===== src/rtl/regfile_alu_datapath.sv =====
// Register file (2^SEL_WIDTH x BIT_WIDTH) with a single-cycle ALU, flag register and registered readout.
// Define REGFILE_BYPASS_EN for write-first forwarding of the readout port; otherwise the readout is read-first.
module regfile_alu_datapath #(
    parameter int unsigned BIT_WIDTH    = 16,
    parameter int unsigned SEL_WIDTH    = 4,
    parameter int unsigned OPCODE_WIDTH = 8
) (
    input  logic                    clk,
    input  logic                    reset,
    input  logic [SEL_WIDTH-1:0]    SrcAddr,
    input  logic [SEL_WIDTH-1:0]    DestAddr,
    input  logic [SEL_WIDTH-1:0]    WriteAddr,
    input  logic                    regReset,
    input  logic                    regWriteEn,
    input  logic                    ImmMuxSel,
    input  logic [BIT_WIDTH-1:0]    ImmData,
    input  logic [OPCODE_WIDTH-1:0] op,
    output logic [BIT_WIDTH-1:0]    ReadData,
    output logic [BIT_WIDTH-1:0]    AluOut,
    output logic [4:0]              Flags
);

    localparam int unsigned NREGS = 2 ** SEL_WIDTH;
    localparam int unsigned MSB   = BIT_WIDTH - 1;

    localparam logic [OPCODE_WIDTH-1:0] OP_AND  = OPCODE_WIDTH'(8'h01);
    localparam logic [OPCODE_WIDTH-1:0] OP_OR   = OPCODE_WIDTH'(8'h02);
    localparam logic [OPCODE_WIDTH-1:0] OP_XOR  = OPCODE_WIDTH'(8'h03);
    localparam logic [OPCODE_WIDTH-1:0] OP_ADD  = OPCODE_WIDTH'(8'h05);
    localparam logic [OPCODE_WIDTH-1:0] OP_SUB  = OPCODE_WIDTH'(8'h09);
    localparam logic [OPCODE_WIDTH-1:0] OP_CMP  = OPCODE_WIDTH'(8'h0B);
    localparam logic [OPCODE_WIDTH-1:0] OP_MOV  = OPCODE_WIDTH'(8'h0D);
    localparam logic [OPCODE_WIDTH-1:0] OP_ADDI = OPCODE_WIDTH'(8'h50);
    localparam logic [OPCODE_WIDTH-1:0] OP_LSHI = OPCODE_WIDTH'(8'h80);
    localparam logic [OPCODE_WIDTH-1:0] OP_LSH  = OPCODE_WIDTH'(8'h84);
    localparam logic [OPCODE_WIDTH-1:0] OP_SUBI = OPCODE_WIDTH'(8'h90);
    localparam logic [OPCODE_WIDTH-1:0] OP_MOVI = OPCODE_WIDTH'(8'hD0);

    typedef enum logic [3:0] {
        CLS_NONE,
        CLS_ADD,
        CLS_SUB,
        CLS_CMP,
        CLS_AND,
        CLS_OR,
        CLS_XOR,
        CLS_MOV,
        CLS_LSH
    } op_class_e;

    // Flag bit positions within {C, L, F, Z, N}
    localparam int unsigned FL_C = 4;
    localparam int unsigned FL_L = 3;
    localparam int unsigned FL_F = 2;
    localparam int unsigned FL_Z = 1;
    localparam int unsigned FL_N = 0;

    logic [BIT_WIDTH-1:0] regs_q [NREGS];
    logic [BIT_WIDTH-1:0] regs_d [NREGS];
    logic [4:0]           flags_q, flags_d;
    logic [BIT_WIDTH-1:0] readdata_q, readdata_d;

    op_class_e            op_cls;
    logic [BIT_WIDTH-1:0] opa, opb;
    logic [BIT_WIDTH:0]   sum_ext, diff_ext;
    logic                 ovf_add, ovf_sub;
    logic [4:0]           sh_amt, sh_neg;
    logic [BIT_WIDTH-1:0] alu_res;
    logic                 is_arith;
    logic                 commit, wr_en;

    always_comb begin
        op_cls = CLS_NONE;
        case (op)
            OP_ADD, OP_ADDI: op_cls = CLS_ADD;
            OP_SUB, OP_SUBI: op_cls = CLS_SUB;
            OP_CMP:          op_cls = CLS_CMP;
            OP_AND:          op_cls = CLS_AND;
            OP_OR:           op_cls = CLS_OR;
            OP_XOR:          op_cls = CLS_XOR;
            OP_MOV, OP_MOVI: op_cls = CLS_MOV;
            OP_LSH, OP_LSHI: op_cls = CLS_LSH;
            default:         op_cls = CLS_NONE;
        endcase
    end

    assign opa = regs_q[DestAddr];
    assign opb = ImmMuxSel ? ImmData : regs_q[SrcAddr];

    assign sum_ext  = {1'b0, opa} + {1'b0, opb};
    assign diff_ext = {1'b0, opa} - {1'b0, opb};
    assign ovf_add  = (opa[MSB] == opb[MSB]) && (sum_ext[MSB] != opa[MSB]);
    assign ovf_sub  = (opa[MSB] != opb[MSB]) && (diff_ext[MSB] != opa[MSB]);

    // Shift count is a 5-bit signed field; negative counts shift right by the magnitude (-16 clears).
    assign sh_amt = opb[4:0];
    assign sh_neg = -sh_amt;

    always_comb begin
        alu_res = '0;
        case (op_cls)
            CLS_ADD:          alu_res = sum_ext[BIT_WIDTH-1:0];
            CLS_SUB, CLS_CMP: alu_res = diff_ext[BIT_WIDTH-1:0];
            CLS_AND:          alu_res = opa & opb;
            CLS_OR:           alu_res = opa | opb;
            CLS_XOR:          alu_res = opa ^ opb;
            CLS_MOV:          alu_res = opb;
            CLS_LSH:          alu_res = sh_amt[4] ? (opa >> sh_neg) : (opa << sh_amt[3:0]);
            default:          alu_res = '0;
        endcase
    end

    assign AluOut   = alu_res;
    assign is_arith = (op_cls == CLS_ADD) || (op_cls == CLS_SUB) || (op_cls == CLS_CMP);
    assign commit   = regWriteEn && (op_cls != CLS_NONE);
    assign wr_en    = commit && (op_cls != CLS_CMP);

    always_comb begin
        regs_d = regs_q;
        if (regReset) begin
            for (int unsigned i = 0; i < NREGS; i++) begin
                regs_d[i] = '0;
            end
        end else if (wr_en) begin
            regs_d[WriteAddr] = alu_res;
        end
    end

    always_comb begin
        flags_d = flags_q;
        if (regReset) begin
            flags_d = '0;
        end else if (commit) begin
            flags_d[FL_Z] = (alu_res == '0);
            flags_d[FL_N] = alu_res[MSB];
            if (is_arith) begin
                flags_d[FL_C] = (op_cls == CLS_ADD) ? sum_ext[BIT_WIDTH] : diff_ext[BIT_WIDTH];
                flags_d[FL_L] = diff_ext[BIT_WIDTH];
                flags_d[FL_F] = (op_cls == CLS_ADD) ? ovf_add : ovf_sub;
            end
        end
    end

    always_comb begin
        readdata_d = regs_q[SrcAddr];
        if (regReset) begin
            readdata_d = '0;
        end
`ifdef REGFILE_BYPASS_EN
        else if (wr_en && (WriteAddr == SrcAddr)) begin
            readdata_d = alu_res;
        end
`endif
    end

    always_ff @(posedge clk or posedge reset) begin
        if (reset) begin
            for (int unsigned i = 0; i < NREGS; i++) begin
                regs_q[i] <= '0;
            end
            flags_q    <= '0;
            readdata_q <= '0;
        end else begin
            regs_q     <= regs_d;
            flags_q    <= flags_d;
            readdata_q <= readdata_d;
        end
    end

    assign ReadData = readdata_q;
    assign Flags    = flags_q;

endmodule


===== config.mk =====
export PLATFORM = sky130hd
export DESIGN_NAME = regfile_alu_datapath
export DESIGN_NICKNAME = d
export VERILOG_FILES = /design/src/rtl/regfile_alu_datapath.sv
export SDC_FILE = /design/constraint.sdc
export NUM_CORES = 1
export LEC_CHECK = 0
export BUFFER_PORTS_ARGS = -buffer_cell sky130_fd_sc_hd__buf_2
export CAP_MARGIN = 10
export CELL_PAD_IN_SITES_DETAIL_PLACEMENT = 1
export CELL_PAD_IN_SITES_GLOBAL_PLACEMENT = 2
export CORE_AREA = 5 5 209 211
export DETAILED_ROUTE_END_ITERATION = 7
export DIE_AREA = 0 0 214 216
export GPL_TIMING_DRIVEN = 0
export PLACE_DENSITY = 0.91
export SLEW_MARGIN = 15
export SYNTH_ARGS = -nofsm -noshare
export SYNTH_HDL_FRONTEND = slang
export SYNTH_SLANG_ARGS = --single-unit

===== constraint.sdc =====
create_clock -name clk -period 16 [get_ports clk]
set_input_delay 0.8 -clock clk [delete_from_list [all_inputs] [get_ports clk]]
set_output_delay 0.8 -clock clk [all_outputs]
set_load 0.005 [all_outputs]

---- Yosys cells after proc, flatten, opt, wreduce, memory -nomap -nowiden ----
Cells that the tools add are included.
word-level totals
  input port bits ......................... 41
  register bits ........................... 277
  output and inout bits ................... 37
  word-level logic and storage cells ...... 98
operators by class
  mux-type cells .......................... 21
  add/sub/neg operators ................... 3
  reductions and logical operators ........ 18
  shift-type cells ........................ 2
  magnitude comparators ................... 4
  bitwise operators ....................... 6
  eq/ne operators ......................... 25
operator list
  operator              number
  $mux W256             2
  $bwmux W256           1
  $bmux W16 S4          2
  $mux W16              8
  $pmux W16 S7          1
  $demux W16 S4         1
  $eq A8 B8 Y1 const B  4
  $pmux W4 S8           1
  $eq A8 B4 Y1 const B  3
  $add A16 B16 Y17      1
  $sub A16 B16 Y17      1
  $and A16 B16 Y16      1
  $eq A4 B3 Y1 const B  4
  $eq A8 B2 Y1 const B  2
  $logic_not A16 Y1     1
  $or A16 B16 Y16       1
  $shl A16 B4 Y16       1
  $shr A16 B5 Y16       1
  $xor A16 B16 Y16      1
  $ge A5 B5 Y1 const B  3
  $not A4 Y5            3
  $mux W5               2
  $reduce_or A2 Y1      5
  $eq A4 B2 Y1 const B  2
  other kinds (17)      27

---- Logic depth before layout (Yosys ltp) ----
  word-level depth ........................ 12
  mapped depth ............................ 22
  gate-level depth less buffers ........... 19

---- Least setup slack after synthesis ----
OpenSTA, ideal clock, no wires.
  path type ............................... input to output
  start point ............................. input SrcAddr[0]
  end point ............................... output AluOut[15]
  arrival time ............................ 5.207 ns
  buffers on the path ..................... 4
  setup slack ............................. 9.993 ns
  stages on the path ...................... 18
  data required time ...................... 15.200 ns
  cell sequence ........................... buf_6 > buf_2 > buf_2 > buf_2 > mux4_2 > mux4_2 > mux2i_1 > ha_1 > o21a_1 > o21ai_0 > a2111oi_0 > nor3_1 > o31ai_1 > a21o_1 > a21oi_1 > xor2_1 > a211oi_2 > inv_2
on the way
  longest elaborated chain between the ends .. 9
  elaborated cells on any way between the ends .. 15
  classes of those cells .................. 3 x add/sub; 2 x shift; 6 x mux; 4 x bitwise
ends and longest elaborated chain
  element                                           RTL line  text
  from (decl)                                       10        input logic [SEL_WIDTH-1:0] SrcAddr,
  $not A4 Y5 (implied by the code) (*)              88        assign opb = ImmMuxSel ? ImmData : regs_q[SrcAddr];
  $bmux W16 S4 (*)                                  88
  $mux W16 (implied by the code) (*) (2 in series)  88
  $mux W16 (*)                                      88
  $neg A5 Y5                                        97        assign sh_neg = -sh_amt;
  $shr A16 B5 Y16                                   108       CLS_LSH: alu_res = sh_amt[4] ? (opa >> sh_neg) : (opa << sh_amt[3:0]);
  $mux W16                                          108
  $pmux W16 S7 (*)                                  101       case (op_cls)
  to (decl)                                         19        output logic [BIT_WIDTH-1:0] AluOut,
Mark *: on every way between the ends. The rest lies on a longest branch, timed or not. The select of a mux whose other input is x is not followed.

---- Worst setup path after layout ----
Same ends and word-level chain as after synthesis.

==> results.md <==
- Hold Buf Count CTS: 0
- Critical-path top delay cell: a2111oi_0
- GRT Overall Usage: 0.327
- Sw frac: 0.294
- Die W: 214 microns
- First-pass GRT wire length: 116 mm
- Root Buffer Master: clkbuf_16
- Setup CP Type: in -> out
- Final Setup Violations: 0
- Avg Vias per Cell: 7.13
- Largest net degree at the start of global routing: 98
- Kind of end point of the critical path: output port
- Routed Antenna Nets: 0
- GRT overflow: 0
- Power per Cell Area: 85.2 mW/mm^2
- Worst EP arrival: 7.65 ns
- Top cell by count, worst path: buf_2
- Post-Syn Area per Cell: 11.1 sq um
- Inserted Clock Buffers: 30
- Status: finished clean
- Hold WC Path Type: in -> async
- Yosys warns: 0
- Peak VDD IR: 0.0000713 V
- Die Y: 216 microns
- First DRT Iteration DRCs: 2,048
- Max Slew Vio Count: 0
- Combinational share of power: 0.166
- Critical Path RT: 15.20 ns
- I/O Buffers: 70
- Finished Layout Cells: 2,351
- # placed instances: 2,296
- FP Rows: 75
- Static leakage: 9.20 nW
- CTS tree: built
- Clock Latency Late Sink: 0.61 ns
- Worst-Margin Slew: 1.14 ns
- Count leader, synth: dfrtp_1
- Cells after Synth: 1,685
- EDFF count, synth: 0
- Global-route met2 utilization: 0.541
- Delay of the slowest critical-path stage: 0.87 ns
- CP Launch Type: input port
- Share of layout cells above drive strength 1: 0.212
- CP Cell Sequence: buf_2 -> buf_6 -> buf_2 -> buf_2 -> buf_2 -> mux4_2 -> mux4_2 -> mux2i_1 -> ha_1 -> o21a_1 -> o21ai_0 -> a2111oi_0 -> nor3_1 -> o31ai_1 -> a21o_1 -> a21oi_1 -> xor2_1 -> a211oi_2 -> inv_2 -> buf_2
- # diodes: 0
- Top cells by count, synth: 277 x dfrtp_1, 221 x a22o_1, 144 x mux4_2
- Ys async rst share: 1.00
- Synth top area share: 0.369
- Placer Congestion: 0.981
- FILL cells: 4,438
- Vias in the first global route: 17,400
- Met1 Use GR: 0.416
- Final #Nets: 1,883
- # Post-CTS Setup Buffers: 0
- Clock power frac: 0.437
- Grt peak-use layer: met2
- Synthesis-stage register bit count: 277
- DR WL/cell: 33.1 microns
- Initial antenna violation count: 1
- First-pass DRT Iterations: 6
- Cts repair resizes: 0
- CORE AREA: 0.0416 sq mm
- Max FO, Critical Path: 10
- Synth top area cells: dfrtp_1 37%, mux4_2 17%, a22o_1 10%, ha_1 3.4%, mux2i_1 2.5%
- Ports: 78
- WHS: 0.286 ns
- Final worst-path cycle share: 0.528
- Routed wire length: 77.9 mm
- Post-synthesis sequential area ratio: 0.369
- H-tree Lvls: 1
- Sw Pwr: 0.524 mW
- Starting density of the core: 0.452
- Slew headroom: 0.217
- RSZ-0062 raised after global routing: false
- Cell Area, Synth: 0.0188 sq mm
- CTS Buffer Depth: 3
- Power share of the sequential group: 0.397
- HPWL Detailed: 58.6 mm
- Cell taking the most area after synthesis: dfrtp_1
- Clock skew: 0.0426 ns
- Final setup TNS: 0 ns
- Synth cell types: 91
- Internal power: 1.26 mW
- Max Clk Rate: 0.118 GHz
- Fin. Hold Viols: 0
- Fin crit period: 8.45 ns
- DRC Markers: 0
- Synth-to-Final Area Change: 11.6%
- Die footprint: 0.0462 sq mm
- M3 GR Usage: 0.0640
- Vias post-DR: 16,800
- Main synth FF type: dfrtp_1
- Clk sink count: 277
- Post-Syn Nets: 1,779
- MaxCap Viol Count: 0
- Clock slew at reported path FFs: 0.06 ns
-- power by group through the flow --
stage,combinational (mW),sequential (mW),clock (mW)
after floorplan,0.187,0.720,0
after global placement,0.283,0.721,0
after detailed placement,0.289,0.721,0
after CTS,0.291,0.708,0.777
after global routing,0.313,0.708,0.804
final,0.296,0.708,0.780
-- cell families after synthesis --
kind of cell	Yosys count	share of synthesized area
AOI/OAI and AO/OA	568	0.235
xor gates and xnor gates	15	0.00740
adders and majority gates	53	0.0361
buffers and inverters	227	0.0547
DFF	277	0.369
muxes	199	0.203
and+or+nand+nor	346	0.0943
-- layout by cell type (no fill, tap or decap), types with 22 or more instances in the layout --
cell type / instances
a21oi_1: 85
nor2_1: 82
nor3_1: 42
inv_1: 46
nor2b_1: 30
clkbuf_1: 99
o21ai_0: 57
mux2i_1: 46
dfrtp_1: 277
ha_1: 51
mux4_2: 144
clkbuf_16: 30
buf_2: 112
nand2_1: 73
nand3_1: 22
a22o_1: 221
-- per-layer routing --
metal  part of all wire  vias to the layer above
li1                   -                     6814
met1               0.38                     8682
met2               0.47                     1003
met3              0.086                      255
met4              0.060                        2
met5            0.00017                        -
-- per-stage QoR --
step / area (sq um) / utilization / total power [mW] / setup slack (ns)
floorplan: 18800 / - / 0.907 / 7.56
global placement: 19800 / 0.476 / 1.00 / 4.66
detailed placement: 19900 / 0.478 / 1.01 / 7.72
CTS: 20900 / 0.504 / 1.78 / 7.72
global route: 20900 / 0.504 / 1.83 / 7.41
finish: 20900 / 0.504 / 1.78 / 7.55
-- state kept, by name, summed over array words and instances (netlist names) --
name,flops
regs_q,256
ReadData,16
Flags,5
-- cell type report --
type | instances | area, sq um | area share
clock inverters | 16 | 250 | 0.0119
multi-input cells | 1181 | 10800 | 0.516
inverters | 57 | 223 | 0.0106
well taps | 539 | 674 | 0.0322
plain buffers | 170 | 812 | 0.0388
flip-flops and latches | 277 | 6930 | 0.331
clock buffers | 39 | 835 | 0.0398
repair buffers | 72 | 405 | 0.0194
-- worst max-delay path, delay by kind of cell --
kind                       cells  cell delay [ns]
muxes                          3             1.48
and+or+nand+nor                1             0.19
buffers and inverters          7             2.02
AOI/OAI and AO/OA              7             2.55
adders and majority gates      1             0.39
xor gates and xnor gates       1             0.19
-- worst paths after layout --
kind / start / to / slack [ns] / cells after the start
max: SrcAddr[0] / AluOut[15] / 7.55 / 20
min: reset / regs_q[158] / 0.29 / 2
max reg2reg: regs_q[81] / regs_q[207] / 9.07 / 18
min reg2reg: Flags[3] / Flags[3] / 0.52 / 2
max in group asynchronous: reset / regs_q[99] / 14.32 / 4
min in group clk: regWriteEn / Flags[0] / 0.48 / 2
(Power assumes the default switching activity.)
